--- config.mk ---
export PLATFORM = sky130hd
export DESIGN_NAME = mem_access_ctrl
export DESIGN_NICKNAME = d
export VERILOG_FILES = /design/src/rtl/mem_access_ctrl_pkg.sv /design/src/rtl/mem_access_ctrl_byte_lane_unit.sv /design/src/rtl/mem_access_ctrl.sv
export SDC_FILE = /design/constraint.sdc
export NUM_CORES = 1
export LEC_CHECK = 0
export ABC_AREA = 0
export CORE_MARGIN = 3
export CORE_UTILIZATION = 41
export DETAILED_ROUTE_END_ITERATION = 10
export GPL_TIMING_DRIVEN = 1
export PLACE_DENSITY = 0.77
export SLEW_MARGIN = 40
export SYNTH_ARGS = -nofsm -noshare
export SYNTH_HDL_FRONTEND = slang
export SYNTH_SLANG_ARGS = --single-unit
--- constraint.sdc ---
create_clock -name clk -period 4 [get_ports clk]
set_input_delay 1.2 -clock clk [delete_from_list [all_inputs] [get_ports clk]]
set_output_delay 1.2 -clock clk [all_outputs]
set_load 0.02 [all_outputs]
--- src/rtl/mem_access_ctrl_pkg.sv ---
// Shared opcode constants, FSM state encoding and opcode decode helpers for mem_access_ctrl.
package mem_access_ctrl_pkg;

    typedef enum logic [5:0] {
        OP_LW  = 6'h01,
        OP_LH  = 6'h02,
        OP_LHU = 6'h03,
        OP_LB  = 6'h04,
        OP_LBU = 6'h05,
        OP_SW  = 6'h09,
        OP_SH  = 6'h0A,
        OP_SB  = 6'h0B
    } op_e;

    typedef enum logic [1:0] {
        ST_IDLE = 2'd0,
        ST_REQ  = 2'd1,
        ST_DONE = 2'd2
    } state_e;

    typedef enum logic [1:0] {
        SZ_NONE = 2'd0,
        SZ_BYTE = 2'd1,
        SZ_HALF = 2'd2,
        SZ_WORD = 2'd3
    } size_e;

    function automatic size_e op_size(input logic [5:0] op);
        case (op)
            OP_LW, OP_SW:          return SZ_WORD;
            OP_LH, OP_LHU, OP_SH:  return SZ_HALF;
            OP_LB, OP_LBU, OP_SB:  return SZ_BYTE;
            default:               return SZ_NONE;
        endcase
    endfunction

    function automatic logic op_valid(input logic [5:0] op);
        return op_size(op) != SZ_NONE;
    endfunction

    function automatic logic op_is_store(input logic [5:0] op);
        case (op)
            OP_SW, OP_SH, OP_SB: return 1'b1;
            default:             return 1'b0;
        endcase
    endfunction

endpackage

--- src/rtl/mem_access_ctrl_byte_lane_unit.sv ---
// byte_lane_unit: combinational byte-enable generation, store lane placement and load extension.
module byte_lane_unit
    import mem_access_ctrl_pkg::*;
(
    input  logic [5:0]  op,
    input  logic [1:0]  addr_lo,
    input  logic [31:0] wdata,
    output logic [3:0]  be,
    output logic [31:0] wdata_lane,
    input  logic [5:0]  ld_op,
    input  logic [3:0]  ld_be,
    input  logic [31:0] rdata_word,
    output logic [31:0] ld_data
);

    logic [7:0]  byte_v;
    logic [15:0] half_v;

    always_comb begin
        be         = '0;
        wdata_lane = wdata;
        case (op_size(op))
            SZ_WORD: be = 4'b1111;
            SZ_HALF: begin
                be         = addr_lo[1] ? 4'b1100 : 4'b0011;
                wdata_lane = {2{wdata[15:0]}};
            end
            SZ_BYTE: begin
                be         = 4'b0001 << addr_lo;
                wdata_lane = {4{wdata[7:0]}};
            end
            default: be = '0;
        endcase
    end

    // Lane selection for loads follows the byte enables already issued on the bus.
    always_comb begin
        case (ld_be)
            4'b0010: byte_v = rdata_word[15:8];
            4'b0100: byte_v = rdata_word[23:16];
            4'b1000: byte_v = rdata_word[31:24];
            default: byte_v = rdata_word[7:0];
        endcase
        half_v = ld_be[2] ? rdata_word[31:16] : rdata_word[15:0];
    end

    always_comb begin
        case (ld_op)
            OP_LB:   ld_data = {{24{byte_v[7]}}, byte_v};
            OP_LBU:  ld_data = {24'd0, byte_v};
            OP_LH:   ld_data = {{16{half_v[15]}}, half_v};
            OP_LHU:  ld_data = {16'd0, half_v};
            default: ld_data = rdata_word;
        endcase
    end

endmodule

--- src/rtl/mem_access_ctrl.sv ---
// mem_access_ctrl: single-access CPU-to-memory controller with wait timeout.
// Optional macro MISALIGN_EXC_EN rejects misaligned half/word accesses with err.
module mem_access_ctrl
    import mem_access_ctrl_pkg::*;
#(
    parameter int unsigned WAIT_MAX = 15
) (
    input  logic        clk,
    input  logic        rst,
    input  logic        start,
    input  logic [5:0]  op,
    input  logic [31:0] addr,
    input  logic [31:0] wdata,
    output logic        busy,
    output logic        done,
    output logic [31:0] rdata,
    output logic        err,
    output logic        mem_req,
    output logic        mem_we,
    output logic [31:0] mem_addr,
    output logic [3:0]  mem_be,
    output logic [31:0] mem_wdata,
    input  logic        mem_ack,
    input  logic [31:0] mem_rdata
);

    localparam logic [7:0] WAIT_LAST = 8'(WAIT_MAX - 1);

    state_e      state, state_next;
    logic [7:0]  wait_cnt;
    logic [5:0]  op_q;
    logic        op_ok;
    logic        accept, reject, ack_ok, timeout;
    logic [3:0]  be_lane;
    logic [31:0] wdata_lane;
    logic [31:0] ld_data;

    byte_lane_unit u_lane (
        .op         (op),
        .addr_lo    (addr[1:0]),
        .wdata      (wdata),
        .be         (be_lane),
        .wdata_lane (wdata_lane),
        .ld_op      (op_q),
        .ld_be      (mem_be),
        .rdata_word (mem_rdata),
        .ld_data    (ld_data)
    );

`ifdef MISALIGN_EXC_EN
    logic misalign;

    always_comb begin
        case (op_size(op))
            SZ_HALF: misalign = addr[0];
            SZ_WORD: misalign = |addr[1:0];
            default: misalign = 1'b0;
        endcase
    end

    assign op_ok = op_valid(op) && !misalign;
`else
    assign op_ok = op_valid(op);
`endif

    always_ff @(posedge clk or posedge rst) begin
        if (rst) state <= ST_IDLE;
        else     state <= state_next;
    end

    // Timeout fires on the edge the counter would reach WAIT_MAX, so an ack in
    // that same cycle still wins.
    always_comb begin
        state_next = state;
        accept     = 1'b0;
        reject     = 1'b0;
        ack_ok     = 1'b0;
        timeout    = 1'b0;
        case (state)
            ST_IDLE: begin
                if (start) begin
                    if (op_ok) begin
                        accept     = 1'b1;
                        state_next = ST_REQ;
                    end else begin
                        reject     = 1'b1;
                        state_next = ST_DONE;
                    end
                end
            end
            ST_REQ: begin
                if (mem_ack) begin
                    ack_ok     = 1'b1;
                    state_next = ST_DONE;
                end else if (wait_cnt == WAIT_LAST) begin
                    timeout    = 1'b1;
                    state_next = ST_DONE;
                end
            end
            ST_DONE: state_next = ST_IDLE;
            default: state_next = ST_IDLE;
        endcase
    end

    always_ff @(posedge clk or posedge rst) begin
        if (rst) begin
            op_q      <= '0;
            wait_cnt  <= '0;
            mem_req   <= 1'b0;
            mem_we    <= 1'b0;
            mem_addr  <= '0;
            mem_be    <= '0;
            mem_wdata <= '0;
            rdata     <= '0;
            err       <= 1'b0;
        end else begin
            if (accept) begin
                op_q      <= op;
                wait_cnt  <= '0;
                mem_req   <= 1'b1;
                mem_we    <= op_is_store(op);
                mem_addr  <= {addr[31:2], 2'b00};
                mem_be    <= be_lane;
                mem_wdata <= wdata_lane;
                err       <= 1'b0;
            end
            if (reject) err <= 1'b1;
            if (state == ST_REQ && !mem_ack) wait_cnt <= wait_cnt + 8'd1;
            if (ack_ok || timeout) begin
                mem_req <= 1'b0;
                mem_we  <= 1'b0;
                err     <= timeout;
            end
            if (ack_ok && !op_is_store(op_q)) rdata <= ld_data;
        end
    end

    assign busy = (state != ST_IDLE);
    assign done = (state == ST_DONE);

endmodule

---- Yosys cells after proc, flatten, opt, wreduce, memory -nomap -nowiden ----
Memories as Yosys holds them, arrays and structs flattened.
Index checks and enable logic that the tools add are counted.
W data, S select, Z words.
operators by class
  reductions and logical operators ........ 15
  equality and inequality tests ........... 21
  $add $sub $neg .......................... 1
  shifts and indexed selects .............. 1
  mux-type cells .......................... 35
operators by type and width
  operator               count
  $pmux W32 S4           1
  $pmux W32 S2           1
  $eq A6 B4 Y1 const B   6
  $pmux W8 S3            1
  $mux W1                20
  $mux W16               1
  $mux W8                2
  $eq A6 B2 Y1 const B   2
  $eq A6 B3 Y1 const B   2
  $mux W2                6
  $pmux W4 S3            1
  $add A8 B1 Y8 const B  1
  $eq A8 B4 Y1 const B   1
  $reduce_bool A2 Y1     4
  $eq A2 B2 Y1 const B   3
  $reduce_or A3 Y1       2
  $eq A2 B1 Y1 const B   2
  $eq A4 B2 Y1 const B   1
  $eq A4 B3 Y1 const B   1
  $eq A4 B4 Y1 const B   1
  $logic_not A2 Y1       2
  $mux W4                1
  $pmux W2 S2            1
  $shl A1 B2 Y4 const A  1
  other kinds (7)        9
storage, ports and cells
  memories kept ........................... 2
  output and inout bits ................... 105
  input bits .............................. 106
  memory bits (read-only) ................. 64
  register bits after elaboration ......... 117
  word-level logic and storage cells ...... 85
memory list
  memory           words  width  read ports  clocked after memory_dff  write ports  RTL line                   text
  (no name shown)  16     2      1           0                         0            mem_access_ctrl_pkg.sv:29  case (op)
  (no name shown)  16     2      1           0                         0            mem_access_ctrl_pkg.sv:29

---- Longest topological paths before layout ----
Gate-level depths: netlist (run 1).
  word-level depth ........................ 9
  depth in mapped cells ................... 13
  gate-level depth less buffers ........... 11

---- Cells and area by module ----
A second synthesis (run 1) with hierarchy kept.
second synthesis, totals
  cells, all modules ...................... 563
  area, all modules ....................... 6,453.7 µm²
by module, submodules not included
  module           times used  cells each  area each (µm²)  seq. area each (µm²)
  mem_access_ctrl  1           309         4,893.4          2,927.8
  byte_lane_unit   1           254         1,560.2          0.0

---- Worst setup path before layout (run 1) ----
OpenSTA, ideal clock, no wires.
  path kind ............................... input-to-reg
  start point ............................. input port op[1]
  end point ............................... register mem_addr[2]
  cell stages on the path ................. 13
  required time ........................... 3.883 ns
  setup time .............................. 0.117 ns
  setup slack ............................. 0.706 ns
  data arrival time ....................... 3.177 ns
  cells stage by stage .................... inv_1 -> ha_1 -> mux2_2 -> o21ai_0 -> nor3_1 -> inv_1 -> ha_1 -> or2_2 -> clkbuf_1 -> clkbuf_1 -> buf_1 -> nand2_1 -> nand2_1
on the way
  longest elaborated chain between the ends .. 6
RTL lines
  item                  RTL line                   text
  start, declared       mem_access_ctrl.sv:11      input logic [5:0] op,
  $mem_v2 Z16 W2        -
  $mux W2               mem_access_ctrl_pkg.sv:29
  $reduce_bool A2 Y1    mem_access_ctrl_pkg.sv:38  return op_size(op) != SZ_NONE;
  $mux W1               mem_access_ctrl.sv:82      if (op_ok) begin
  $mux W1               mem_access_ctrl.sv:81      if (start) begin
  $mux W1               mem_access_ctrl.sv:79      case (state)
  end signal, assigned  mem_access_ctrl.sv:122     mem_addr <= {addr[31:2], 2'b00};
  end, declared         mem_access_ctrl.sv:20      output logic [31:0] mem_addr,
No other way between the ends.
A chain may end at the register's enable or synchronous reset.

---- Final worst setup path (run 1) ----
  start point ............................. input port op[0]
  end point ............................... register mem_wdata[21]
on the way
  longest elaborated chain between the ends .. 6
  elaborated cells between the ends (all ways) .. 11
RTL lines
  item                  RTL line                   text
  $mem_v2 Z16 W2        -
  $mux W2               mem_access_ctrl_pkg.sv:29
  $reduce_bool A2 Y1    mem_access_ctrl_pkg.sv:38
  $mux W1               mem_access_ctrl.sv:82
  $mux W1               mem_access_ctrl.sv:81
  $mux W1               mem_access_ctrl.sv:79
  end signal, assigned  mem_access_ctrl.sv:124     mem_wdata <= wdata_lane;
  end, declared         mem_access_ctrl.sv:22      output logic [31:0] mem_wdata,
Several ways; a longest one is shown, not always the timed one.

==> results.sh, run 1 <==
export IMPL_fmax_ghz=0.282
export IMPL_power_density_nw_per_um2=669
export IMPL_cts_htree_levels=4
export IMPL_pin_count=211
export IMPL_ys_flop_type="dfrtp_1"
export IMPL_hpwlAfterDp_um=13400
export IMPL_worst_slew_pin_transition_ns=0.732
export IMPL_slowest_stage="clkdlybuf4s50_1"
export IMPL_synth_top_area_share=0.501
export IMPL_drc_errors=0
export IMPL_root_buffer="clkbuf_16"
export IMPL_clock_path_buffers=2
export IMPL_postRouteAntennaNets=0
export IMPL_vias=5730
export IMPL_cts_setup_buffers=0
export IMPL_diodes=0
export IMPL_avgSynthCellArea_sq_um=8.70
export IMPL_path_cells="clkdlybuf4s50_1 > inv_1 > ha_1 > and2_0 > o21ai_0 > ha_1 > nor2_1 > a221oi_1 > nor2_1"
export IMPL_fin_nets=994
export IMPL_cts_tree="done"
export IMPL_crit_path_max_incr_delay_ns=0.56
export IMPL_cp_end_kind="flop"
export IMPL_final_core_util=0.637
export IMPL_yosysUniqueCellTypes=52
export IMPL_synthToLayoutAreaGrowth_pct=51.7
export IMPL_cts_clk_slew_worst_paths_ns=0.06
export IMPL_post_route_period_util=0.886
export IMPL_leakagePower_nw=3.94
export IMPL_viasPerCell=5.36
export IMPL_worstPathMaxFanout=8
export IMPL_run_status="finished, final reports clean"
export IMPL_rows=43
export IMPL_drive_gt1_frac=0.0820
export IMPL_die_y_um=125
export IMPL_cts_buffers_inserted=17
export IMPL_grt_setup_unrepaired="no"
export IMPL_start_kind="input port"
export IMPL_setup_violations_final=0
export IMPL_dr_pass1_iters=6
export IMPL_synth_most_common_cell="nand2_1"
export IMPL_drv_slew=0
export IMPL_async_reset_ff_frac=1.00
export IMPL_dieArea_sq_um=15700
export IMPL_hold_viol=0
export IMPL_final_setup_tns_ns=0
export IMPL_timing_critical_path_arrival_ns=3.89
export IMPL_clkLatencyLatePin_ns=0.42
export IMPL_dr_first_iter_drc_count=458
export IMPL_grt_start_max_net_pins=56
export IMPL_yosys_top_cells_area="dfrtp_1, nand2_1, nor2_1"
export IMPL_holdWs_ns=0.469
export IMPL_ctsResizeCount=0
export IMPL_clkSinkCount=117
export IMPL_worstPathRequired_ns=4.34
export IMPL_core_area_sq_um=13900
export IMPL_hold_buffers=0
export IMPL_place_congestion=0.935
export IMPL_syn_inst=672
export IMPL_hold_class="reg -> reg"
export IMPL_yosysSeqAreaShare=0.501
export IMPL_grt_busiest_layer="met2"
export IMPL_ys_warn_count=0
export IMPL_wl_per_cell_um=17.4
export IMPL_grt_use_met1=0.307
export IMPL_syn_area_sq_um=5850
export IMPL_grt_pass1_vias=5735
export IMPL_fin_crit_ns=3.55
export IMPL_max_slew_margin=0.511
export IMPL_drv_cap=0
export IMPL_ir_drop_v=0.000382
export IMPL_worstSetupPathType="in -> reg"
export IMPL_use_met2=0.381
export IMPL_die_w_um=125
export IMPL_yosysTopAreaCell="dfrtp_1"
export IMPL_clock_skew_final_ns=0.00781
export IMPL_antenna_found_initial=0
export IMPL_total_power_mw=5.94
export IMPL_use_met3=0.0991
export IMPL_ys_top_cells_by_count="nand2_1, dfrtp_1, nor2_1"
export IMPL_synth_seq_cells=117
export IMPL_synth_edf_count=0
export IMPL_port_buffers=208
export IMPL_grt_overflow_total=0
export IMPL_grt_first_pass_wirelength_um=30200
export IMPL_initial_core_util=0.420
export IMPL_grtUsageTotal=0.241
export IMPL_routed_wirelength_um=18700
-- area by class of cell --
type | count | area, sq um
Clock inverter | 8 | 195
Inverter | 17 | 67.6
Timing Repair Buffer | 227 | 2290
Multi-Input combinational cell | 498 | 2690
Fill cell | 1170 | 5060
Tap cell | 180 | 225
Clock buffer | 23 | 478
Sequential cell | 117 | 2930
-- power breakdown --
group	internal, mW	switching [mW]	total [mW]
clock	1.21	0.529	1.74
combinational	1.09	1.20	2.28
sequential	1.62	0.286	1.91
-- path summary, 6_finish.rpt --
| kind | slack [ns] | start | cells after the start | end |
|---|---|---|---|---|
| worst max-delay path | 0.45 | op[0] | 9 | mem_wdata[21]$_DFFE_PP0P_ |
| worst min-delay path | 0.47 | mem_addr[13]$_DFFE_PP0P_ | 2 | mem_addr[13]$_DFFE_PP0P_ |
| worst max register to register | 1.68 | mem_be[2]$_DFFE_PP0P_ | 6 | rdata[10]$_DFFE_PP0P_ |
| worst min register to register | 0.47 | mem_addr[13]$_DFFE_PP0P_ | 2 | mem_addr[13]$_DFFE_PP0P_ |
| max in group asynchronous | 1.93 | rst | 3 | rdata[30]$_DFFE_PP0P_ |
| min in group asynchronous | 1.25 | rst | 2 | wait_cnt[3]$_DFFE_PP0P_ |
-- flip-flops by register name, indices dropped and copies added (netlist names) --
register / cells
mem_req: 1
mem_be: 4
mem_wdata: 32
mem_addr: 30
state: 2
err: 1
wait_cnt: 8
op_q: 6
mem_we: 1
rdata: 32
-- cell usage in the layout (no fill, tap or decap), types with 4 or more instances in the layout --
| master | netlist | final |
|---|---|---|
| a31oi_1 | 10 | 10 |
| buf_4 | 2 | 14 |
| a221oi_1 | 8 | 8 |
| inv_1 | 17 | 16 |
| nand3_1 | 4 | 4 |
| a21oi_2 | 10 | 11 |
| a22oi_1 | 8 | 8 |
| a22o_1 | 21 | 21 |
| ha_1 | 10 | 10 |
| a21oi_1 | 54 | 53 |
| o22ai_1 | 8 | 8 |
| or3_1 | 7 | 7 |
| clkbuf_16 | 0 | 17 |
| o31ai_1 | 6 | 6 |
| bufinv_16 | 0 | 6 |
| buf_12 | 0 | 5 |
| clkdlybuf4s50_1 | 0 | 208 |
| a221o_1 | 7 | 7 |
| o21ai_0 | 31 | 31 |
| nor3_1 | 6 | 6 |
| nor2b_1 | 7 | 7 |
| dfrtp_1 | 117 | 117 |
| nor2_1 | 88 | 87 |
| nand2_1 | 174 | 174 |
-- worst max-delay path: cells and delay by family --
kind,cells,cell delay [ns]
buf+inv,2,0.67
fa+ha+maj,2,0.66
compound gates,2,0.62
simple gates,3,0.74
-- layer usage --
layer | vias up | part of all wire
met3 | 23 | 0.11
met1 | 2704 | 0.41
met5 | - | 0
met4 | 0 | 0.015
met2 | 289 | 0.47
li1 | 2714 | -
-- metrics by stage --
| stage | instance area, sq um | cells | worst slack [ns] |
|---|---|---|---|
| after floorplan | 5860 | 673 | 0.706 |
| after global placement | 8200 | 1039 | 0.129 |
| after detailed placement | 8200 | 1039 | 0.0200 |
| after CTS | 8870 | 1070 | 0.436 |
| after global routing | 8870 | 1070 | 0.180 |
| final | 8870 | 1070 | 0.454 |
-- logic make-up (layout without fill, tap and decap cells) --
| family | count (synthesis) | after routing | synth area share |
|---|---|---|---|
| and+or+nand+nor | 310 | 310 | 0.230 |
| buffers and inverters | 58 | 275 | 0.0419 |
| DFF | 117 | 117 | 0.501 |
| adders and majority gates | 10 | 10 | 0.0214 |
| muxes | 3 | 3 | 0.00535 |
| AOI/OAI and AO/OA | 172 | 172 | 0.199 |
| other | 1 | 2 | 0.000641 |
| xor gates and xnor gates | 1 | 1 | 0.00150 |
Power figures use the tool's default switching activity.
==> inputs of run 2 (changes only) <==
GPL_ROUTABILITY_DRIVEN = 0   (was unset)
MAX_ROUTING_LAYER = met4   (was unset)
==> results.sh, run 2 (synthesized netlist as in run 1, its figures left out) <==
export IMPL_run_status="finished, final reports clean"
export IMPL_cts_buffers_inserted=17
export IMPL_final_core_util=0.637
export IMPL_rrSetupSlack_ns=1.68
export IMPL_cts_setup_buffers=0
export IMPL_seq_power_share=0.321
export IMPL_drv_slew=0
export IMPL_grt_first_pass_wirelength_um=30100
export IMPL_hold_buffers=0
export IMPL_grtUsageTotal=0.248
export IMPL_hold_class="reg -> reg"
export IMPL_clkPwrFrac=0.294
export IMPL_core_area_sq_um=13900
export IMPL_cts_clk_slew_worst_paths_ns=0.05
export IMPL_most_common_layout_cells="clkdlybuf4s50_1, nand2_1, dfrtp_1"
export IMPL_p_switching_mw=2.01
export IMPL_post_route_period_util=0.886
export IMPL_drc_errors=0
export IMPL_worstPathRequired_ns=4.34
export IMPL_grt_start_max_net_pins=56
export IMPL_wl_per_cell_um=17.4
export IMPL_routed_wirelength_um=18600
export IMPL_ctsResizeCount=0
export IMPL_hpwlAfterDp_um=13400
export IMPL_slowest_stage="clkdlybuf4s50_1"
export IMPL_die_w_um=125
export IMPL_fmax_ghz=0.282
export IMPL_vias=5695
export IMPL_ir_drop_v=0.000383
export IMPL_dr_pass1_iters=5
export IMPL_dr_first_iter_drc_count=454
export IMPL_initial_core_util=0.420
export IMPL_fin_nets=994
export IMPL_antenna_found_initial=0
export IMPL_p_int_mw=3.92
export IMPL_timing_critical_path_arrival_ns=3.89
export IMPL_path_cells="clkdlybuf4s50_1 > inv_1 > ha_1 > and2_0 > o21ai_0 > ha_1 > nor2_1 > a221oi_1 > nor2_1"
export IMPL_grt_overflow_total=0
export IMPL_hold_viol=0
export IMPL_cts_htree_levels=4
export IMPL_grt_setup_unrepaired="no"
export IMPL_clock_path_buffers=2
export IMPL_worst_slew_pin_transition_ns=0.733
export IMPL_filler_cell_count=1170
export IMPL_viasPerCell=5.32
export IMPL_cts_tree="done"
export IMPL_p_comb_frac=0.385
export IMPL_port_buffers=208
export IMPL_worstSetupPathType="in -> reg"
export IMPL_die_y_um=125
export IMPL_final_setup_tns_ns=0
export IMPL_postRouteAntennaNets=0
export IMPL_pin_count=211
export IMPL_clock_skew_final_ns=0.00736
export IMPL_p_sw_frac=0.339
export IMPL_total_power_mw=5.94
export IMPL_drv_cap=0
export IMPL_diodes=0
export IMPL_grt_pass1_vias=5759
export IMPL_leakagePower_nw=3.94
export IMPL_layout_commonest_cell="clkdlybuf4s50_1"
export IMPL_fin_crit_ns=3.54
export IMPL_cp_end_kind="flop"
export IMPL_root_buffer="clkbuf_16"
export IMPL_crit_path_max_incr_delay_ns=0.56
export IMPL_dieArea_sq_um=15700
export IMPL_drive_gt1_frac=0.0820
export IMPL_largestRegisters="mem_wdata x32, rdata x32, mem_addr x30"
export IMPL_start_kind="input port"
export IMPL_setup_violations_final=0
export IMPL_clkLatencyLatePin_ns=0.42
export IMPL_max_slew_margin=0.510
export IMPL_synthToLayoutAreaGrowth_pct=51.7
export IMPL_power_density_nw_per_um2=669
export IMPL_worstPathMaxFanout=8
export IMPL_clkSinkCount=117
export IMPL_rows=43
## run 2: cell counts in the layout (fill, tap and decap cells not counted)
No cell type changed its count.
## run 2: path summary, 6_finish.rpt
kind | endpoint | cells past startpoint | start
setup / recovery | mem_wdata[21]$_DFFE_PP0P_ | 9 | op[0]
hold / removal | mem_addr[13]$_DFFE_PP0P_ | 2 | mem_addr[13]$_DFFE_PP0P_
setup reg to reg | rdata[13]$_DFFE_PP0P_ | 6 | mem_be[2]$_DFFE_PP0P_
hold reg to reg | mem_addr[13]$_DFFE_PP0P_ | 2 | mem_addr[13]$_DFFE_PP0P_
max in group asynchronous | rdata[30]$_DFFE_PP0P_ | 3 | rst
min in group asynchronous | wait_cnt[3]$_DFFE_PP0P_ | 2 | rst
## run 2: layout make-up
type	instances	area [sq um]	area share
multi-input combinational	498	2690	0.303
tap	180	225	0.0254
sequential	117	2930	0.330
clock inverter	8	195	0.0220
inverter	17	67.6	0.00762
timing repair buffer	227	2290	0.258
clock buffer	23	478	0.0539
## run 2: metrics by stage
stage	cell area [sq um]	setup WS, ns	hold WS, ns	std cells
2_1_floorplan	5860	0.706	0.449	673
3_3_place_gp	8200	0.129	0.456	1039
3_5_place_dp	8200	0.0200	0.461	1039
4_1_cts	8870	0.436	0.475	1070
5_1_grt	8870	0.200	0.495	1070
6_report	8870	0.457	0.469	1070
## run 2: power by group through the flow
| stage | clock network (mW) | registers (mW) | logic, mW |
|---|---|---|---|
| finish | 1.74 | 1.91 | 2.29 |
| global route | 1.83 | 1.97 | 2.45 |
| CTS | 1.77 | 1.91 | 2.30 |
| detailed placement | 0 | 1.91 | 2.29 |
| global placement | 0 | 1.90 | 2.27 |
| floorplan | 0 | 2.38 | 0.631 |
## run 2: worst max-delay path, delay by kind of cell
kind / cells / cell delay, ns
buffers and inverters: 2 / 0.67
adders and majority gates: 2 / 0.66
and+or+nand+nor: 3 / 0.73
AOI/OAI and AO/OA: 2 / 0.62
## run 2: per-layer routing
layer | track usage | share of wire | vias to the layer above
met1 | 0.312 | 0.41 | 2699
met3 | 0.0893 | 0.097 | 20
li1 | - | - | 2719
met5 | - | 0 | -
met4 | 0.0651 | 0.012 | 0
met2 | 0.381 | 0.48 | 257
